### src/rtl/window_pkg.sv
// Shared types and constants for the window generator: shape encoding,
// control FSM states and the arithmetic pipeline depth.
package window_pkg;

  typedef enum logic [1:0] {
    MODE_RECT   = 2'd0,
    MODE_TRI    = 2'd1,
    MODE_PARZEN = 2'd2,
    MODE_RSVD   = 2'd3
  } mode_e;

  typedef enum logic [1:0] {
    S_IDLE  = 2'd0,
    S_RUN   = 2'd1,
    S_DRAIN = 2'd2
  } state_e;

  localparam int STAGES = 4;

endpackage

### src/rtl/window_index_gen.sv
// Run control for the window generator: IDLE/RUN/DRAIN FSM, sample index
// counter, frame counting and the sticky stop request.
module window_index_gen
  import window_pkg::*;
#(
  parameter int WINDOW_SIZE_POW2 = 10
) (
  input  logic                        clk,
  input  logic                        rst,
  input  logic                        start,
  input  logic                        stop,
  input  logic [1:0]                  mode,
  input  logic [15:0]                 frames,
  input  logic                        advance,
  input  logic                        last_hs,
  output logic [WINDOW_SIZE_POW2-1:0] idx,
  output logic                        idx_valid,
  output logic                        idx_last,
  output mode_e                       run_mode,
  output logic                        busy,
  output logic                        done
);

  localparam logic [WINDOW_SIZE_POW2-1:0] LAST_IDX = '1;

  state_e      state, next_state;
  logic [15:0] frame_cnt;
  logic [15:0] frames_q;
  logic        stop_q;
  logic        final_window;

  // Stop seen in the current cycle counts too, so a stop on the last beat still ends the run.
  assign final_window = stop_q || stop ||
                        ((frames_q != 16'd0) && (frame_cnt == frames_q - 16'd1));
  assign idx_valid    = (state == S_RUN);
  assign idx_last     = (idx == LAST_IDX);
  assign busy         = (state != S_IDLE);

  always_ff @(posedge clk) begin
    if (rst) state <= S_IDLE;
    else     state <= next_state;
  end

  always_comb begin
    next_state = state;
    case (state)
      S_IDLE:  if (start) next_state = S_RUN;
      S_RUN:   if (advance && idx_last && final_window) next_state = S_DRAIN;
      S_DRAIN: if (last_hs) next_state = S_IDLE;
      default: next_state = S_IDLE;
    endcase
  end

  always_ff @(posedge clk) begin
    if (rst) begin
      idx       <= '0;
      frame_cnt <= '0;
      frames_q  <= '0;
      stop_q    <= 1'b0;
      run_mode  <= MODE_RECT;
      done      <= 1'b0;
    end else begin
      done <= (state == S_DRAIN) && last_hs;
      case (state)
        S_IDLE: if (start) begin
          idx       <= '0;
          frame_cnt <= '0;
          frames_q  <= frames;
          stop_q    <= stop;
          run_mode  <= (mode_e'(mode) == MODE_RSVD) ? MODE_RECT : mode_e'(mode);
        end
        S_RUN: begin
          if (stop) stop_q <= 1'b1;
          if (advance) begin
            idx <= idx + 1'b1;
            if (idx_last) frame_cnt <= frame_cnt + 16'd1;
          end
        end
        default: ;
      endcase
    end
  end

endmodule

### src/rtl/window_gen.sv
// Window coefficient generator: index control plus a four-stage fixed-point
// pipeline producing rectangular, triangular or Parzen samples.
module window_gen
  import window_pkg::*;
#(
  parameter int WINDOW_SIZE_POW2 = 10,
  parameter int INTERNAL_FRAC    = 16,
  parameter int OUTPUT_INT       = 1,
  parameter int OUTPUT_FRAC      = 16
) (
  input  logic                              clk,
  input  logic                              rst,
  input  logic [1:0]                        mode,
  input  logic [15:0]                       frames,
  input  logic                              start,
  input  logic                              stop,
  output logic                              busy,
  output logic                              done,
  input  logic                              window_out_ready,
  output logic [OUTPUT_INT+OUTPUT_FRAC-1:0] window_out,
  output logic                              window_out_valid,
  output logic                              window_out_last
);

  localparam int P   = WINDOW_SIZE_POW2;
  localparam int F   = INTERNAL_FRAC;
  localparam int OW  = OUTPUT_INT + OUTPUT_FRAC;
  localparam int W3  = 3 * F + 4;
  localparam int WS  = W3 + OW;
  localparam int SHR = (3 * F > OUTPUT_FRAC) ? 3 * F - OUTPUT_FRAC : 0;
  localparam int SHL = (OUTPUT_FRAC > 3 * F) ? OUTPUT_FRAC - 3 * F : 0;

  localparam logic [P-1:0]  HALF_N = {1'b1, {(P-1){1'b0}}};
  localparam logic [F:0]    ONE_F  = {1'b1, {F{1'b0}}};
  localparam logic [F:0]    HALF_F = {2'b01, {(F-1){1'b0}}};
  localparam logic [W3-1:0] ONE_3F = {{(W3-3*F-1){1'b0}}, 1'b1, {(3*F){1'b0}}};
  localparam logic [W3-1:0] SIX    = W3'(6);
  localparam logic [WS-1:0] OMAX   = {{(WS-OW){1'b0}}, {OW{1'b1}}};

  if (INTERNAL_FRAC < WINDOW_SIZE_POW2 - 1) begin : g_frac_chk
    $error("INTERNAL_FRAC must be at least WINDOW_SIZE_POW2-1");
  end
  if (OUTPUT_INT < 1) begin : g_int_chk
    $error("OUTPUT_INT must be at least 1");
  end
  if (WINDOW_SIZE_POW2 < 2 || WINDOW_SIZE_POW2 > 16) begin : g_pow_chk
    $error("WINDOW_SIZE_POW2 must lie in 2..16");
  end

  logic [P-1:0]      idx;
  logic              idx_valid, idx_last;
  mode_e             run_mode;
  logic              en, last_hs;
  logic [STAGES-1:0] vld, lst;

  logic [P-1:0]      diff;
  logic [F:0]        b1, b2, om2;
  logic [2*F+1:0]    bsq2, omsq2;
  logic [3*F+2:0]    bcube, omcube;
  logic [W3-1:0]     res_c, res3;
  logic [WS-1:0]     scaled, sat;

  // The whole pipeline freezes only when the output holds an unaccepted sample.
  assign en      = !vld[STAGES-1] || window_out_ready;
  assign last_hs = window_out_valid && window_out_ready && window_out_last;

  window_index_gen #(.WINDOW_SIZE_POW2(P)) u_index (
    .clk       (clk),
    .rst       (rst),
    .start     (start),
    .stop      (stop),
    .mode      (mode),
    .frames    (frames),
    .advance   (en),
    .last_hs   (last_hs),
    .idx       (idx),
    .idx_valid (idx_valid),
    .idx_last  (idx_last),
    .run_mode  (run_mode),
    .busy      (busy),
    .done      (done)
  );

  assign diff = (idx >= HALF_N) ? idx - HALF_N : HALF_N - idx;

  // Parzen uses the cubic near the centre and 2(1-b)^3 on the tails; all terms carry 3F fraction bits.
  always_comb begin
    bcube  = bsq2 * b2;
    omcube = omsq2 * om2;
    res_c  = ONE_3F;
    case (run_mode)
      MODE_TRI:    res_c = W3'(om2) << (2 * F);
      MODE_PARZEN: res_c = (b2 > HALF_F) ? (W3'(omcube) << 1)
                         : ONE_3F + SIX * W3'(bcube) - SIX * (W3'(bsq2) << F);
      default:     res_c = ONE_3F;
    endcase
    scaled = (WS'(res3) >> SHR) << SHL;
    sat    = (scaled > OMAX) ? OMAX : scaled;
  end

  always_ff @(posedge clk) begin
    if (rst) begin
      vld <= '0; lst <= '0;
      b1 <= '0; b2 <= '0; om2 <= '0; bsq2 <= '0; omsq2 <= '0; res3 <= '0;
      window_out <= '0;
    end else if (en) begin
      vld   <= {vld[STAGES-2:0], idx_valid};
      lst   <= {lst[STAGES-2:0], idx_valid && idx_last};
      b1    <= (F+1)'(diff) << (F - P + 1);
      b2    <= b1;
      om2   <= ONE_F - b1;
      bsq2  <= b1 * b1;
      omsq2 <= (ONE_F - b1) * (ONE_F - b1);
      res3  <= res_c;
      window_out <= vld[STAGES-2] ? sat[OW-1:0] : '0;
    end
  end

  assign window_out_valid = vld[STAGES-1];
  assign window_out_last  = lst[STAGES-1];

endmodule

### config.mk
export PLATFORM = sky130hd
export DESIGN_NAME = window_gen
export DESIGN_NICKNAME = d
export VERILOG_FILES = /design/src/rtl/window_pkg.sv /design/src/rtl/window_index_gen.sv /design/src/rtl/window_gen.sv
export SDC_FILE = /design/constraint.sdc
export NUM_CORES = 2
export LEC_CHECK = 0
export BUFFER_PORTS_ARGS = -buffer_cell sky130_fd_sc_hd__buf_2
export CORE_UTILIZATION = 55
export DETAILED_ROUTE_END_ITERATION = 8
export HOLD_SLACK_MARGIN = 0.08
export PLACE_DENSITY = 0.73
export SLEW_MARGIN = 25
export SYNTH_ARGS = -nofsm -noshare
export SYNTH_HDL_FRONTEND = slang
export SYNTH_HIERARCHICAL = 1
export SYNTH_SLANG_ARGS = --single-unit
export TNS_END_PERCENT = 5
### constraint.sdc
create_clock -name clk -period 17.5 [get_ports clk]
set_input_delay 3.5 -clock clk [delete_from_list [all_inputs] [get_ports clk]]
set_output_delay 3.5 -clock clk [all_outputs]
set_load 0.02 [all_outputs]
==> metrics.txt <==
status=complete, no violations; DR vias/cell=5.54; CP arrival=10.20 ns; io pins=44; Reg-to-Reg Start=b2[8]; Slew HR=30.7%; Switching Power=0.00206 W; Syn Nets=4211; fin. max-slew vios=0; Comb power frac=77.0%; crit path time final=9.89 ns; Routed WL=65800 um; Least-Margin Pin Slew=1.04 ns; Worst Hold Slack=0.448 ns; vias in the first global route=22300; sequential share of power=13.2%; Area growth syn-to-layout=3.93%; Slowest-stage cell, CP=dfxtp_1; input/output buffers=43; f_max=101 MHz; worst min path class=reg2reg; Synthesis Warnings=6; DRC violations left=0; DRT iter0 DRCs=1198; crit path max fanout=24; Final Hold Fails=0; Leak=15.7 nW; Final HPWL DP=51900 um; reg2reg path depth=42; Critical Path Sink Type=flip-flop; Layout Skew=0.0155 ns; setup slack after layout=7.61 ns; largest net degree at the start of global routing=72; H-Tree Depth=4; Seq/Total Area, Yosys=10.8%; Die Footprint=53700 sq um; post_cts resized=0; DRT Pass-1 Iters=5; synth unique cells=97; CP peak stage delay=0.93 ns; routed via count=22200; CP startpoint=b2[8]; Post-Syn Instances=3391; P_int=0.00197 W; Post-synth EDFFs=0; number of synthesized register bits=157; syn_area_per_cell=8.55 sq um; # hold bufs at CTS=0; Starting Density=56.1%; Final #Nets=4132; initial antenna violation count=0; CTS Buf Count=17; asr flop ratio synth=0%; VDD IR max=0.225 mV; Final ANT Viol Nets=0; first-pass GRT wire length=111000 um; Post CTS Setup Buffer Count=0; setup slack, reg-to-reg=7.61 ns; total track usage=25.5%; register area=3140 sq um; Sw Ratio=51.1%; setup TNS=0 ns; grt total ovfl=0; CTS clk-pin slew, worst paths=0.08 ns; Skew-Pair Late Insertion Delay=0.45 ns; Worst R2R End=res3[51]; CTS tree=yes; core area=51700 sq um; final setup vio count=0; clock power share=9.7%; ys flop type=dfxtp_1; Root Driver=clkbuf_16; startpoint types=flip-flop; Netlist Area Pre-Place=29000 sq um; pre-CTS WS=7.73 ns; Multi-input gate area=23400 sq um; Req. time, crit path=17.81 ns; layout filler cell count=4667; Final GP Congestion=0.921; clock buffer depth=2; share of cells above drive strength 1=4.00%; Rows=83; post-route clock period utilization=56.5%; WL/cell=16.4 um; Crit Path Class=reg2reg; Critical Path End=res3[51]; Die Span Y=232 um; RSZ-0062 raised after global routing=false; DIE WIDTH=232 um; CTS sink count=157; Max Cap Viol=0; Power Dens Cells=134 nW/um^2; hold path start=window_out[11]
==> cell families (layout without fill, tap and decap cells) <==
logic type	Yosys count	in the layout	share of synthesized area [%]
simple gates	1059	1059	17.3
fa+ha+maj	797	797	45.1
buf+inv	652	586	8.72
compound gates	512	512	11.5
xor+xnor	204	204	6.23
flops	157	157	10.8
mux	10	10	0.362
other cells	0	1	0
==> area by class of cell <==
type | count | area share (%)
Antenna cell | 1 | 0.00830
Clock buffer | 18 | 1.46
Clock inverter | 14 | 0.552
Inverter | 497 | 6.19
Multi-Input combinational cell | 2582 | 77.5
Sequential cell | 157 | 10.4
Tap cell | 680 | 2.82
Timing Repair Buffer | 57 | 1.07
==> Yosys cell counts, types with 6 or more instances <==
| cell | instances | area share, % |
|---|---|---|
| a21o_1 | 45 | 1.2 |
| nand2b_1 | 16 | 0.35 |
| nand2_1 | 498 | 6.4 |
| xnor2_1 | 133 | 4.0 |
| mux2i_1 | 6 | 0.21 |
| xor2_1 | 69 | 2.1 |
| nand4_1 | 19 | 0.41 |
| nor2_1 | 157 | 2.0 |
| clkbuf_1 | 139 | 1.8 |
| nor3b_1 | 8 | 0.21 |
| o21ai_0 | 61 | 1.1 |
| buf_1 | 8 | 0.10 |
| o21a_1 | 20 | 0.52 |
| fa_1 | 416 | 29 |
| inv_1 | 494 | 6.4 |
| a21oi_1 | 206 | 3.6 |
| nand3_1 | 32 | 0.55 |
| or3_1 | 14 | 0.30 |
| a211o_1 | 8 | 0.24 |
| a31oi_1 | 17 | 0.37 |
| a22oi_1 | 8 | 0.21 |
| nor3_1 | 27 | 0.47 |
| a311oi_1 | 7 | 0.21 |
| a32oi_1 | 8 | 0.24 |
| and3_1 | 21 | 0.45 |
| and2_1 | 209 | 4.5 |
| ha_1 | 381 | 16 |
| dfxtp_1 | 157 | 11 |
| nor2b_1 | 17 | 0.37 |
| o211ai_1 | 29 | 0.75 |
| nor4_1 | 7 | 0.15 |
| a211oi_1 | 22 | 0.57 |
| o21bai_1 | 17 | 0.44 |
==> cell usage in the layout (no fill, tap or decap), types with 29 or more instances in the layout <==
| cell type | n |
|---|---|
| nand3_1 | 32 |
| a21oi_1 | 206 |
| inv_1 | 493 |
| a21o_1 | 45 |
| o211ai_1 | 29 |
| dfxtp_1 | 156 |
| ha_1 | 381 |
| xnor2_1 | 132 |
| and2_1 | 209 |
| o21ai_0 | 61 |
| nor2_1 | 157 |
| buf_2 | 42 |
| fa_1 | 416 |
| nand2_1 | 498 |
| xor2_1 | 69 |
==> metrics by stage <==
step / util, % / total power [W] / cell area (sq um) / instances
2_1_floorplan: - / 0.00291 / 29000 / 3391
3_3_place_gp: 57.1 / 0.00360 / 29500 / 3973
3_5_place_dp: 57.1 / 0.00363 / 29500 / 3973
4_1_cts: 58.3 / 0.00408 / 30100 / 4005
5_1_grt: 58.3 / 0.00450 / 30100 / 4005
6_report: 58.3 / 0.00403 / 30200 / 4006
==> critical path: cells and delay by family, from the launching register on <==
family	cells	cell delay [ns]
and+or+nand+nor	6	0.85
DFF	1	0.93
AOI/OAI and AO/OA	18	3.23
adders and majority gates	9	3.77
buffers and inverters	5	0.24
xor gates and xnor gates	4	0.74
==> registers in the layout, indices dropped and copies added (netlist names), 2 cells and up <==
register / count
om2: 9
vld: 4
u_index/frames_q: 16
lst: 4
u_index/state: 2
res3: 20
u_index/idx: 10
window_out: 17
u_index/frame_cnt: 16
omsq2: 18
b1: 10
bsq2: 18
u_index/run_mode: 2
b2: 9
==> power by group through the flow <==
stage                     clock (W)  combinational, W  sequential (W)
after floorplan                   0           0.00248        0.000426
after global placement            0           0.00306        0.000537
after detailed placement          0           0.00309        0.000539
after CTS                  0.000400           0.00315        0.000530
after global routing       0.000411           0.00355        0.000540
final                      0.000392           0.00310        0.000533
==> worst min path at each step <==
stage                           endpoint  slack, ns  cells after the start
after floorplan                 res3[50]       0.43                      2
after global placement    window_out[10]       0.44                      2
after detailed placement  window_out[11]       0.44                      2
after CTS                 window_out[11]       0.45                      2
after global routing       window_out[9]       0.46                      2
final                     window_out[11]       0.45                      2
==> routing by layer <==
metal,up-vias,part of all wire (%),GRT usage (%)
met2,542,47,43.2
met5,-,0,0
met1,10800,46,35.0
met3,73,5.6,3.40
met4,0,1.5,4.79
li1,10800,-,-
Note: power is estimated with default switching activity, not from simulation.
